## config.mk

```make
export PLATFORM = sky130hd
export DESIGN_NAME = imem_port_arbiter
export DESIGN_NICKNAME = d
export VERILOG_FILES = /design/src/rtl/types_pkg.sv /design/src/rtl/imem_rsp_fifo.sv /design/src/rtl/imem_port_arbiter.sv
export SDC_FILE = /design/constraint.sdc
export NUM_CORES = 1
export LEC_CHECK = 0
export CAP_MARGIN = 20
export CORE_ASPECT_RATIO = 0.9
export CORE_MARGIN = 10
export CORE_UTILIZATION = 48
export DETAILED_ROUTE_END_ITERATION = 10
export GPL_ROUTABILITY_DRIVEN = 0
export PLACE_DENSITY = 0.8
export REMOVE_ABC_BUFFERS = 1
export SLEW_MARGIN = 20
export SYNTH_ARGS = -nofsm -noshare
export SYNTH_HDL_FRONTEND = slang
export SYNTH_SLANG_ARGS = --single-unit
```

## constraint.sdc

```tcl
create_clock -name clk -period 4.25 [get_ports clk]
set_input_delay 1.275 -clock clk [delete_from_list [all_inputs] [get_ports clk]]
set_output_delay 1.275 -clock clk [all_outputs]
set_load 0.02 [all_outputs]
```

## src/rtl/types_pkg.sv

```systemverilog
// Shared instruction-memory types.
// Address/word types plus arbiter port and in-flight bundles.
package types_pkg;

  localparam int IMEM_ADDR_W = 9;
  localparam int IMEM_DATA_W = 32;
  localparam int MEM_SIZE    = 1 << IMEM_ADDR_W;

  typedef logic [IMEM_ADDR_W-1:0] address_t;
  typedef logic [IMEM_DATA_W-1:0] word_t;

  typedef enum logic {
    PORT_F = 1'b0,
    PORT_L = 1'b1
  } port_id_e;

  typedef struct packed {
    logic     valid;
    port_id_e owner;
    logic     drop;
  } inflight_t;

endpackage

```

## src/rtl/imem_rsp_fifo.sv

```systemverilog
// Two-entry response FIFO with flush.
// One instance buffers read data for each arbiter port.
module imem_rsp_fifo
  import types_pkg::*;
#(
  parameter int DATA_W = IMEM_DATA_W
) (
  input  logic              clk,
  input  logic              rst_n,
  input  logic              i_push,
  input  logic              i_pop,
  input  logic              i_flush,
  input  logic [DATA_W-1:0] i_din,
  output logic [DATA_W-1:0] o_dout,
  output logic [1:0]        o_count,
  output logic              o_empty
);

  logic [DATA_W-1:0] r_mem0;
  logic [DATA_W-1:0] r_mem1;
  logic              r_rd;
  logic              r_wr;
  logic [1:0]        r_cnt;
  logic              w_push;
  logic              w_pop;

  assign w_pop  = i_pop & (r_cnt != 2'd0);
  assign w_push = i_push & ~i_flush;

  always_ff @(posedge clk or negedge rst_n) begin
    if (!rst_n) begin
      r_mem0 <= '0;
      r_mem1 <= '0;
      r_rd   <= 1'b0;
      r_wr   <= 1'b0;
      r_cnt  <= 2'd0;
    end else if (i_flush) begin
      r_rd   <= 1'b0;
      r_wr   <= 1'b0;
      r_cnt  <= 2'd0;
    end else begin
      if (w_push) begin
        if (r_wr) r_mem1 <= i_din;
        else      r_mem0 <= i_din;
        r_wr <= ~r_wr;
      end
      if (w_pop) r_rd <= ~r_rd;
      r_cnt <= r_cnt + {1'b0, w_push} - {1'b0, w_pop};
    end
  end

  assign o_dout  = r_rd ? r_mem1 : r_mem0;
  assign o_count = r_cnt;
  assign o_empty = (r_cnt == 2'd0);

endmodule

```

## src/rtl/imem_port_arbiter.sv

```systemverilog
// Fetch/loader arbiter for the shared single-port imem.
// Tracks the one-cycle read latency and buffers data per port.
module imem_port_arbiter
  import types_pkg::*;
#(
  parameter int ADDR_W   = IMEM_ADDR_W,
  parameter int DATA_W   = IMEM_DATA_W,
  parameter int MAX_WAIT = 4
) (
  input  logic              clk,
  input  logic              rst_n,
  input  logic              f_req_valid,
  output logic              f_req_ready,
  input  logic [ADDR_W-1:0] f_req_addr,
  input  logic              f_flush,
  output logic              f_rsp_valid,
  input  logic              f_rsp_ready,
  output logic [DATA_W-1:0] f_rsp_data,
  input  logic              l_req_valid,
  output logic              l_req_ready,
  input  logic              l_req_we,
  input  logic [ADDR_W-1:0] l_req_addr,
  input  logic [DATA_W-1:0] l_req_wdata,
  output logic              l_rsp_valid,
  input  logic              l_rsp_ready,
  output logic [DATA_W-1:0] l_rsp_data,
  output logic              mem_en,
  output logic              mem_we,
  output logic [ADDR_W-1:0] mem_addr,
  output logic [DATA_W-1:0] mem_wdata,
  input  logic [DATA_W-1:0] mem_rdata,
  output logic              busy
);

  localparam int WW = $clog2(MAX_WAIT + 1);

  inflight_t         r_inf;
  inflight_t         w_inf_nxt;
  logic [WW-1:0]     r_wait;
  logic [ADDR_W-1:0] r_addr;

  logic [1:0] w_f_cnt, w_l_cnt;
  logic [1:0] w_f_occ, w_l_occ;
  logic       w_f_empty, w_l_empty;
  logic       w_f_inf, w_l_inf;
  logic       w_f_pop, w_l_pop;
  logic       w_f_push, w_l_push;
  logic       w_f_elig, w_l_elig;
  logic       w_f_want, w_l_want;
  logic       w_gnt_f, w_gnt_l;
  logic       w_f_drop;

  assign w_f_inf = r_inf.valid & (r_inf.owner == PORT_F);
  assign w_l_inf = r_inf.valid & (r_inf.owner == PORT_L);
  assign w_f_occ = w_f_cnt + {1'b0, w_f_inf};
  assign w_l_occ = w_l_cnt + {1'b0, w_l_inf};

  assign w_f_pop = f_rsp_valid & f_rsp_ready;
  assign w_l_pop = l_rsp_valid & l_rsp_ready;

  // A full port may still issue when a pop frees a slot this cycle.
  assign w_f_elig = (w_f_occ < 2'd2) |
                    ((w_f_occ == 2'd2) & w_f_pop);
  assign w_l_elig = l_req_we | (w_l_occ < 2'd2) |
                    ((w_l_occ == 2'd2) & w_l_pop);

  assign w_f_want = rst_n & f_req_valid & w_f_elig & ~f_flush;
  assign w_l_want = rst_n & l_req_valid & w_l_elig;

  assign w_gnt_l = w_l_want &
                   (~w_f_want | (r_wait == WW'(MAX_WAIT)));
  assign w_gnt_f = w_f_want & ~w_gnt_l;

  assign f_req_ready = w_gnt_f;
  assign l_req_ready = w_gnt_l;
  assign mem_en      = w_gnt_f | w_gnt_l;

  always_comb begin
    mem_we    = 1'b0;
    mem_addr  = r_addr;
    mem_wdata = '0;
    unique case (1'b1)
      w_gnt_l: begin
        mem_we    = l_req_we;
        mem_addr  = l_req_addr;
        mem_wdata = l_req_wdata;
      end
      w_gnt_f: begin
        mem_addr  = f_req_addr;
      end
      default: begin
        mem_we    = 1'b0;
      end
    endcase
  end

  always_comb begin
    w_inf_nxt       = '0;
    w_inf_nxt.valid = w_gnt_f | (w_gnt_l & ~l_req_we);
    w_inf_nxt.owner = w_gnt_l ? PORT_L : PORT_F;
    w_inf_nxt.drop  = 1'b0;
  end

  // A flush kills the fetch read whose data lands this cycle.
  assign w_f_drop = r_inf.drop | f_flush;
  assign w_f_push = w_f_inf & ~w_f_drop;
  assign w_l_push = w_l_inf & ~r_inf.drop;

  always_ff @(posedge clk or negedge rst_n) begin
    if (!rst_n) begin
      r_inf  <= '0;
      r_wait <= '0;
      r_addr <= '0;
    end else begin
      r_inf <= w_inf_nxt;
      if (mem_en) r_addr <= mem_addr;
      if (!l_req_valid || w_gnt_l)
        r_wait <= '0;
      else if (r_wait != WW'(MAX_WAIT))
        r_wait <= r_wait + WW'(1);
    end
  end

  imem_rsp_fifo #(.DATA_W(DATA_W)) u_f_fifo (
    .clk     (clk),
    .rst_n   (rst_n),
    .i_push  (w_f_push),
    .i_pop   (w_f_pop),
    .i_flush (f_flush),
    .i_din   (mem_rdata),
    .o_dout  (f_rsp_data),
    .o_count (w_f_cnt),
    .o_empty (w_f_empty)
  );

  imem_rsp_fifo #(.DATA_W(DATA_W)) u_l_fifo (
    .clk     (clk),
    .rst_n   (rst_n),
    .i_push  (w_l_push),
    .i_pop   (w_l_pop),
    .i_flush (1'b0),
    .i_din   (mem_rdata),
    .o_dout  (l_rsp_data),
    .o_count (w_l_cnt),
    .o_empty (w_l_empty)
  );

  assign f_rsp_valid = ~w_f_empty;
  assign l_rsp_valid = ~w_l_empty;
  assign busy        = r_inf.valid | ~w_f_empty | ~w_l_empty;

endmodule

```

==> flow_summary.ini <==
[power_and_ir_drop]
internal_power_uw = 5050
combinationalPowerShare = 0.466
ir_worst_vdd_mv = 0.308
clkPwrFrac = 0.202
power.switching_uw = 2560
switching_share = 0.337
leakage_uw = 0.00452
power.share.sequential = 0.332
power_density_nw_per_um2 = 736

[layout]
syn_to_final_growth_pct = 45.7
fin_cells = 963
final_area_um2 = 10300
fin_util = 0.708
finalNetCount = 848
drive_gt1_frac = 0.451
diodes = 0

[clocking]
clk_latency_ns = 0.41
cts.sinks = 150
cts.htree.levels = 4
postCtsHoldBufs = 0
cts_tree = yes
cts.clk_slew.worst_paths_ns = 0.06
cts.root.buffer_cell = clkbuf_16
cts_buffer_depth = 2
cts_inserted_buffers = 17

[synthesis]
postSynthAreaPerCell_um2 = 13.5
synthArstFlopShare = 1.00
synthesis.area_um2 = 7100
yosys.area_share.simple = 0.0751
synthMuxAreaShare = 0.308
synth-compound-area-share = 0.0411
synth_warnings = 0
syn_inst = 527
synth_ff_type = dfrtp_1
seq_area_frac_synth = 0.529
synth_xor_xnor_area_share = 0.0111
ys_ff_latch = 150
synthAdderAreaFrac = 0.0106
synth_top_family_by_area = multiplexers
yosysUniqueCellTypes = 36
synth-edff-count = 0

[worst_hold_path]
min-delay-start = u_f_fifo.r_mem1[31]$_DFFE_PN0P_
min_path_type = register to register
hold_depth = 1
hold_path_end = u_f_fifo.r_mem1[31]$_DFFE_PN0P_

[global_route]
grt_pass1_wl_um = 32700
gr-total-overflow = 0
antenna_found_initial = 0
grt_max_degree = 74
grt_pass1_vias = 6045
grt_use_total = 0.207
grt.busiest_layer = met2
grtUsageMet3 = 0.0882
use_met2 = 0.354
grtUsageMet1 = 0.224

[worst_setup_path]
r2r_slack_ns = 1.88
crit_type = primary input to primary output
crit_top_cell = buf_4
crit_family = compound AO/OA/AOI/OAI gates
cp_max_fo = 10
crit_path_end_kind = primary output
r2r_cells = 10
critPathSlowestCell = o32a_1
arrival_ns = 3.02
worstSetupStartpointType = primary input
critPathBufInv = 3
required_ns = 2.97
cpPeakStageDelay_ns = 0.38
r2r_end = r_addr[2]$_DFFE_PN0N_
reg2reg_from = r_inf[2]$_DFF_PN0_
crit_chain = dlygate4sd2_1 -> nor3b_2 -> a32oi_2 -> buf_4 -> and4_4 -> o32a_1 -> a2bb2oi_1 -> buf_4

[timing]
hold_slack_ns = 0.493
period_needed_ns = 4.30
worstMarginPinSlew_ns = 0.964
rsz0062_at_grt = true
max_freq_mhz = 233
timing.final.ws_setup_ns = -0.0467
fin_crit_sh = 1.01
skew_ns = 0.00894
slew_violations = 0
hold_viol_final = 0
setup_viol = 1
maxSlewHeadroom = 0.358

[floorplan]
die_h_um = 135
dieArea_um2 = 20100
ioPinCount = 202
die_w_um = 148
core_area_um2 = 14600
start_util = 0.486
placementRows = 42

[detailed_routing]
drt-total-wl_um = 20700
vias_per_cell = 5.48
wl_per_cell_um = 21.5
drc = 0
drtIter0Drc = 219
antenna_left = 0
num_vias = 5278
firstDrtPassIters = 6

[outcome]
status = finished, violations left
violations = setup timing

[run]
maxCapViolations = 0

[placement]
hpwl_um = 14400
dpl-instance-area_um2 = 9470
dp.cells = 917
io_buffers = 201
-- cells in the final DEF, fill, tap and decap left out, types with 8 or more instances in the layout --
cell type        synthesis  routed
mux2_2                 190     190
clkdlybuf4s50_1          0     150
dfrtp_1                150     149
buf_4                    0      44
and3_1                  34      27
clkbuf_16                0      17
buf_6                    0      17
nand3_1                 18      13
a2bb2oi_1               18      13
buf_2                    5      12
nor2_1                  10      10
o32a_1                   9       9
inv_1                    8       8
clkdlybuf4s15_2          0       8
-- how the worst max path moves through the flow --
| stage | startpoint | cells past startpoint | to |
|---|---|---|---|
| 2_1_floorplan | l_rsp_ready | 6 | mem_addr[0] |
| 3_3_place_gp | f_rsp_ready | 8 | mem_addr[3] |
| 3_5_place_dp | f_rsp_ready | 8 | mem_addr[3] |
| 4_1_cts | f_flush | 7 | mem_wdata[17] |
| 5_1_grt | l_req_we | 8 | mem_addr[2] |
| 6_report | l_req_we | 8 | mem_addr[2] |
-- flip-flops by register name, indices dropped and copies added (netlist names), 3 cells and up --
| signal | cells |
|---|---|
| u_l_fifo.r_mem1 | 32 |
| u_l_fifo.r_mem0 | 32 |
| u_f_fifo.r_mem0 | 32 |
| u_f_fifo.r_mem1 | 32 |
| r_addr | 9 |
| r_wait | 3 |
-- worst register-to-register path, stage by stage (launching register included) --
cell       delay, ns
dfrtp_1         0.41
and2_1          0.23
ha_1            0.32
nand3b_1        0.18
a32oi_2         0.24
and3_4          0.26
buf_6           0.12
buf_16          0.13
o32a_1          0.19
buf_4           0.13
a2bb2oi_1       0.06
-- final cells by class --
cell class                      instances  area (um2)
Tap cell                              198         248
Timing Repair Buffer                  244        2400
Multi-Input combinational cell        330        3300
Inverter                                9        33.8
Clock buffer                           19         443
Sequential cell                       150        3750
Clock inverter                         13         170
Fill cell                             982        4260
-- routing by layer --
metal,share of wire,wire (um)
met1,0.38,7880
met2,0.50,10300
met3,0.097,2010
met4,0.024,497
met5,0,0
-- cell usage after synthesis, types with 2 or more instances --
cell type  instances  area, um2
mux2_2           190       2140
dfrtp_1          150       3750
and3_1            34        213
clkbuf_1          25       93.8
a2bb2oi_1         18        158
nand3_1           18       90.1
nor2_1            10       37.5
o32a_1             9       90.1
buf_1              8       30.0
inv_1              8       30.0
ha_1               6       75.1
and2_1             5       31.3
buf_2              5       25.0
xnor2_1            5       43.8
nand2_1            4       15.0
xor2_1             4       35.0
nor2b_1            3       18.8
nor3b_1            3       22.5
a211oi_1           2       15.0
mux2_1             2       22.5
nand2b_1           2       12.5
or2_2              2       12.5
-- logic make-up after synthesis --
logic type / after synthesis
XOR/XNOR: 9
flip-flops: 150
AO/OA/AOI/OAI: 32
buffers and inverters: 47
AND/OR/NAND/NOR: 89
adder cells (fa/ha/maj): 6
multiplexers: 194
-- per-stage QoR --
step | TNS [ns] | setup slack [ns] | power (uW)
detailed placement | -25.30 | -0.678 | 6040
CTS | 0 | 0.00403 | 7670
global placement | -24.34 | -0.658 | 5910
floorplan | -2.24 | -0.249 | 4440
global route | -0.230 | -0.125 | 8020
finish | -0.0467 | -0.0467 | 7620
-- repair_timing --
item	4_1_cts	5_1_grt
gates cloned	5	0
gates resized for setup	219	31
setup buffers	10	0
endpoints found under the setup margin	45	22
pin swaps	3	3
-- power groups by stage --
stage	logic, uW	clock network, uW	registers (uW)
2_1_floorplan	2020	0	2420
3_3_place_gp	3450	0	2470
3_5_place_dp	3510	0	2530
4_1_cts	3570	1570	2520
5_1_grt	3780	1630	2610
6_report	3550	1540	2530
Note: power is estimated with default switching activity, not from simulation.
